--- src/rtl/pm_page_writer.sv ---
// Page writer: stages up to 2**PAGE_W words in a local buffer, then streams a whole PM page
// (commit: buffered words, unloaded offsets all-ones) or fills it with all-ones (erase).
module pm_page_writer #(
  parameter int WORD_SIZE = 16,
  parameter int ADDR_W    = 13,
  parameter int PAGE_W    = 6
) (
  input  logic                     clk_i,
  input  logic                     rst_i,
  input  logic                     buf_we_i,
  input  logic [PAGE_W-1:0]        buf_addr_i,
  input  logic [WORD_SIZE-1:0]     buf_data_i,
  input  logic [ADDR_W-PAGE_W-1:0] page_i,
  input  logic                     commit_i,
  input  logic                     erase_i,
  output logic                     busy_o,
  output logic                     done_o,
  output logic                     pm_sel_o,
  output logic                     pm_we_o,
  output logic [ADDR_W-1:0]        pm_addr_o,
  output logic [WORD_SIZE-1:0]     pm_data_o
);

  localparam int DEPTH = 1 << PAGE_W;
  localparam int PN_W  = ADDR_W - PAGE_W;

  typedef enum logic [2:0] {IDLE, PRIME, WRITE, ERASE, DONE} state_t;

  state_t                state_q, state_d;
  logic [PAGE_W-1:0]     cnt_q;
  logic [PN_W-1:0]       page_q;
  logic                  is_write_q;
  logic [DEPTH-1:0]      valid_q;
  logic [WORD_SIZE-1:0]  mem [DEPTH];
  logic [WORD_SIZE-1:0]  rd_data_q;
  logic                  rd_vld_q;
  logic [PAGE_W-1:0]     rd_addr;
  logic                  load;

  assign load = buf_we_i && (state_q == IDLE);

  // Synchronous-read buffer: the read is issued one cycle ahead of the PM write that uses it.
  assign rd_addr = (state_q == PRIME) ? '0 : cnt_q + 1'b1;

  always_ff @(posedge clk_i) begin
    if (load)
      mem[buf_addr_i] <= buf_data_i;
    rd_data_q <= mem[rd_addr];
  end

  always_ff @(posedge clk_i) begin
    if (rst_i)
      state_q <= IDLE;
    else
      state_q <= state_d;
  end

  always_comb begin
    state_d = state_q;
    case (state_q)
      IDLE: begin
        if (erase_i)
          state_d = ERASE;
        else if (commit_i)
          state_d = PRIME;
      end
      PRIME:        state_d = WRITE;
      WRITE, ERASE: if (cnt_q == '1) state_d = DONE;
      DONE:         state_d = IDLE;
      default:      state_d = IDLE;
    endcase
  end

  always_ff @(posedge clk_i) begin
    if (rst_i) begin
      cnt_q      <= '0;
      page_q     <= '0;
      is_write_q <= 1'b0;
      valid_q    <= '0;
      rd_vld_q   <= 1'b0;
    end else begin
      rd_vld_q <= valid_q[rd_addr];
      case (state_q)
        IDLE: begin
          cnt_q <= '0;
          if (erase_i || commit_i) begin
            page_q     <= page_i;
            is_write_q <= !erase_i;
          end
          if (load)
            valid_q[buf_addr_i] <= 1'b1;
        end
        WRITE, ERASE: cnt_q <= cnt_q + 1'b1;
        DONE: if (is_write_q) valid_q <= '0;
        default: ;
      endcase
    end
  end

  always_comb begin
    busy_o    = (state_q != IDLE);
    pm_sel_o  = (state_q != IDLE);
    done_o    = (state_q == DONE);
    pm_we_o   = (state_q == WRITE) || (state_q == ERASE);
    pm_addr_o = {page_q, cnt_q};
    pm_data_o = '1;
    if (state_q == WRITE && rd_vld_q)
      pm_data_o = rd_data_q;
  end

endmodule

--- config.mk ---
export PLATFORM = sky130hd
export DESIGN_NAME = pm_page_writer
export DESIGN_NICKNAME = d
export VERILOG_FILES = /design/src/rtl/pm_page_writer.sv
export SDC_FILE = /design/constraint.sdc
export NUM_CORES = 1
export LEC_CHECK = 0
export CAP_MARGIN = 20
export CELL_PAD_IN_SITES_DETAIL_PLACEMENT = 0
export CELL_PAD_IN_SITES_GLOBAL_PLACEMENT = 1
export CORE_UTILIZATION = 53
export DETAILED_ROUTE_END_ITERATION = 10
export GPL_ROUTABILITY_DRIVEN = 0
export PLACE_DENSITY = 0.78
export SYNTH_ARGS = -nofsm -noshare
export SYNTH_HDL_FRONTEND = slang
export SYNTH_SLANG_ARGS = --single-unit
export TNS_END_PERCENT = 20
--- constraint.sdc ---
create_clock -name clk_i -period 2.7 [get_ports clk_i]
set_input_delay 0.27 -clock clk_i [delete_from_list [all_inputs] [get_ports clk_i]]
set_output_delay 0.27 -clock clk_i [all_outputs]
set_load 0.05 [all_outputs]
==> impl_summary.txt <==
----------------------------------------------------
[Synth]
  Count of flip-flops with a built-in enable after synthesis ... 1024
  Area leader, netlist ... sky130_fd_sc_hd__edfxtp_1
  Sequential area share after synthesis ... 72.10%
  Synth cell types ... 82
  Fraction of registers with async set or reset after synthesis ... 0%
  Most common flop cell mapped by yosys ... sky130_fd_sc_hd__edfxtp_1
  Count of mapped cells out of synthesis ... 3075
  Post-synthesis cell area ... 45370 sq um
  Net Count, Synth ... 3110
  Area share of the largest cell type after synthesis ... 67.77%
  Syn avg cell area ... 14.75 sq um
  Flip-flop and latch count after synthesis ... 1122
  Top post-synthesis cells by area ... sky130_fd_sc_hd__edfxtp_1, sky130_fd_sc_hd__dfxtp_1, sky130_fd_sc_hd__mux2_2
  Synth warnings ... 0

[STA]
  Setup TNS ... -72.50 ps
  Number of setup violations in the final report ... 2
  Worst Clk Skew ... 33.93 ps
  RSZ-0062 raised after global routing ... true
  Total count of max-transition violations in the final report ... 0
  Final worst-path setup slack ... -72.07 ps
  Worst slew margin ... 36.24%
  Endpoints failing hold ... 0
  Tcrit/Tclk final ... 102.7%
  Peak clock frequency supported by timing ... 0.3607 GHz
  Shortest period the worst path allows ... 2772 ps
  Actual slew at the worst max-slew pin ... 956.4 ps

[Global routing]
  Wire length of the first global-routing pass ... 196800 um
  Remaining global-route overflow ... 0
  Largest net degree at the start of global routing ... 89
  Global-route usage over all layers ... 31.57%
  Number of global-route vias before repair ... 28670
  Antenna violations before repair ... 2

[Routing]
  Count of nets left with antenna violations after detail routing ... 0
  DR vias ... 30110
  Wire length per cell after detailed routing ... 30.00 um
  Number of iterations in the first detailed-routing pass ... 6
  DR vias/cell ... 6.567
  DRC ... 0
  Initial detailed-routing violation count ... 4311
  Detailed-route wire length ... 137500 um

[Clocking]
  Largest buffer count on any clock path ... 3
  Number of H-tree branching levels ... 3
  Root Buffer ... sky130_fd_sc_hd__clkbuf_16
  CTS sink cnt ... 1122
  Clock latency on the worst-skew pair ... 700 ps
  Hold buffer count at cts ... 0
  Clock Pin Slew Worst Setup and Hold Paths ... 60 ps
  Clock tree from TritonCTS ... yes
  Number of buffers inserted during clock tree synthesis ... 112

[Setup path]
  R2R setup slack ... -70 ps
  Worst setup path start ... state_q[0]$_SDFFE_PP0P_
  Crit Reg-Reg Endpoint ... rd_data_q[5]$_DFF_P_
  Cell class contributing the biggest share of worst-path delay ... multiplexers
  Crit path max fanout ... 25
  CP dominant cell by count ... sky130_fd_sc_hd__buf_12
  Count of cells along the worst register-to-register path ... 8
  Cells traversed along the worst timing path ... or3b_4 > nand2_4 > buf_12 > buf_12 > mux4_2 > mux2i_1 > o221ai_1 > a32o_1
  Cell count along the critical path ... 8
  Crit path buffers/inverters ... 2
  CP peak stage delay ... 540 ps
  R2r startpoint ... state_q[0]$_SDFFE_PP0P_
  Cell at the slowest stage of the critical path ... sky130_fd_sc_hd__mux4_2
  Critical Setup Path Class ... reg -> reg
  Worst setup SP type ... register
  Required time of the critical path ... 3290 ps
  Capture point of the critical path ... rd_data_q[5]$_DFF_P_
  Crit end category ... register
  Signal arrival time at the worst endpoint ... 3360 ps

[Power]
  Part of the power in registers ... 47.4%
  Maximum vdd drop ... 668.9 uV
  Clock share of power ... 37.3%
  Share of total power consumed by net switching ... 25.80%
  Internal power of the cells ... 0.03005 W
  Total net switching power ... 0.01045 W
  Power density of the placed cells ... 753.8 nW/um^2
  Comb power frac ... 15.3%
  Leakage power ... 17.45 nW

[Floorplanning]
  Die width ... 294.6 um
  Area of the core region ... 84220 sq um
  Number of top-level design ports ... 67
  DIE HEIGHT ... 294.6 um
  Num rows ... 106
  Initial cell density of the core ... 53.87%
  Die Footprint ... 86780 sq um

[Placement]
  Port Buf Inserts ... 66
  HPWL after detailed placement ... 86600 um

[Run status]
  Violated checks ... negative setup slack
  Outcome ... finished with violations

[Finish]
  Ratio of cells with drive above 1 in the final layout ... 20.52%
  Number of antenna cells inserted ... 0
  Area growth from synthesis to final layout ... 18.39%
  Core Util, Final ... 63.78%
  Nets ... 3391

[Min path]
  Hold Crit Depth ... 2
  Hold Path Origin ... buf_data_i[2]
  Classification of the worst-slack hold path ... in -> reg

[Run]
  Maximum Capacitance Violations ... 0

----------------------------------------------------
-- state kept, by name, indices dropped and copies added (netlist names) --
register / flops
rd_vld_q: 1
page_q: 7
valid_q: 64
is_write_q: 1
mem: 1024
state_q: 3
rd_data_q: 16
cnt_q: 6
-- worst min path at each step --
stage,to,slack (ps)
global route,mem[6][15]$_DFFE_PP_,100
finish,mem[15][2]$_DFFE_PP_,90
detailed placement,valid_q[56]$_SDFFE_PP0P_,450
global placement,valid_q[44]$_SDFFE_PP0P_,440
CTS,mem[28][9]$_DFFE_PP_,90
floorplan,is_write_q$_SDFFE_PP0P_,370
-- per-layer routing --
metal / wire, um / up-vias / track usage (%)
met5: 0 / - / 0
met4: 6708 / 0 / 14.32
met3: 16280 / 340 / 6.086
met2: 61070 / 2018 / 47.20
met1: 53470 / 15040 / 45.04
li1: - / 12710 / -
-- cell usage after synthesis (31+ instances only) --
master	n
sky130_fd_sc_hd__a211oi_1	68
sky130_fd_sc_hd__nor2_1	244
sky130_fd_sc_hd__nand2b_1	46
sky130_fd_sc_hd__mux4_2	31
sky130_fd_sc_hd__and3_1	41
sky130_fd_sc_hd__buf_2	96
sky130_fd_sc_hd__clkbuf_1	94
sky130_fd_sc_hd__edfxtp_1	1024
sky130_fd_sc_hd__o21ai_0	108
sky130_fd_sc_hd__nand3_1	85
sky130_fd_sc_hd__nor3_1	34
sky130_fd_sc_hd__o221ai_1	41
sky130_fd_sc_hd__a31oi_1	67
sky130_fd_sc_hd__nand2_1	192
sky130_fd_sc_hd__a21oi_1	150
sky130_fd_sc_hd__mux2i_1	103
sky130_fd_sc_hd__dfxtp_1	98
sky130_fd_sc_hd__a221oi_1	42
sky130_fd_sc_hd__mux2_2	102
-- metrics by stage --
stage               area, sq um  power [W]  worst slack, ps  std cells  hold slack [ps]
global route              53720    0.04147           -77.00       4584            99.97
CTS                       53390    0.04042           -64.15       4567            85.01
global placement          49780    0.02543           -473.3       4359            442.4
floorplan                 45380    0.02277            120.1       3075            366.6
detailed placement        49780    0.02551           -422.5       4359            454.5
finish                    53720    0.04049           -72.07       4584            87.65
-- placed cells by master, fill, tap and decap left out, types with 20 or more instances in the layout --
master and count:
sky130_fd_sc_hd__buf_4 248, sky130_fd_sc_hd__clkinv_1 20, sky130_fd_sc_hd__and3_1 41, sky130_fd_sc_hd__o211ai_1 29
sky130_fd_sc_hd__nor2b_1 23, sky130_fd_sc_hd__edfxtp_1 1024, sky130_fd_sc_hd__nand2_1 190, sky130_fd_sc_hd__nor2_1 243
sky130_fd_sc_hd__mux4_2 31, sky130_fd_sc_hd__o221ai_1 41, sky130_fd_sc_hd__nand2b_1 39, sky130_fd_sc_hd__a211oi_1 67
sky130_fd_sc_hd__clkdlybuf4s50_1 28, sky130_fd_sc_hd__a31oi_1 67, sky130_fd_sc_hd__dfxtp_1 95, sky130_fd_sc_hd__buf_12 85
sky130_fd_sc_hd__nand3_1 84, sky130_fd_sc_hd__mux2_2 102, sky130_fd_sc_hd__o21ai_0 103, sky130_fd_sc_hd__clkbuf_16 117
sky130_fd_sc_hd__a221oi_1 40, sky130_fd_sc_hd__mux2i_1 103, sky130_fd_sc_hd__nor3_1 32, sky130_fd_sc_hd__a21oi_1 146
sky130_fd_sc_hd__clkbuf_1 35
-- cell families (layout without fill, tap and decap cells) --
family / after synthesis / count (layout) / share of synthesized area (%)
flops: 1122 / 1122 / 72.10
simple gates: 746 / 746 / 7.702
compound gates: 725 / 725 / 11.14
buf+inv: 239 / 614 / 2.540
mux: 236 / 236 / 6.343
xor+xnor: 6 / 6 / 0.1489
fa+ha+maj: 1 / 1 / 0.02757
-- worst reg2reg max path: cells and delay by family, from the launching register on --
family	cells	cell delay [ps]
muxes	2	750
and+or+nand+nor	2	710
buffers and inverters	2	420
AOI/OAI and AO/OA	2	410
DFF	1	380
-- area by class of cell --
type | instances | area (sq um)
multi-input cells | 1714 | 11780
clock inverters | 53 | 501.7
repair buffers | 396 | 4203
fillers | 6046 | 30500
inverters | 10 | 41.29
clock buffers | 155 | 3054
well taps | 1134 | 1419
flip-flops and latches | 1122 | 32720
-- power groups by stage --
stage                     Sequential, W  Combinational [W]  Clock [W]
after CTS                        0.0192            0.00598     0.0152
final                            0.0192            0.00618     0.0151
after global routing             0.0192            0.00641     0.0159
after floorplan                  0.0196            0.00317          0
after global placement           0.0196            0.00587          0
after detailed placement         0.0196            0.00595          0
-- what timing repair did --
item | 4_1_cts | 5_1_grt
setup endpoints to repair | 27 | 27
pin swaps | 1 | 5
gates resized for setup | 20 | 42
buffers inserted | 0 | 13
cloned | 0 | 4
endpoints found under the hold margin | 0 | 0
Note: power is estimated with default switching activity, not from simulation.
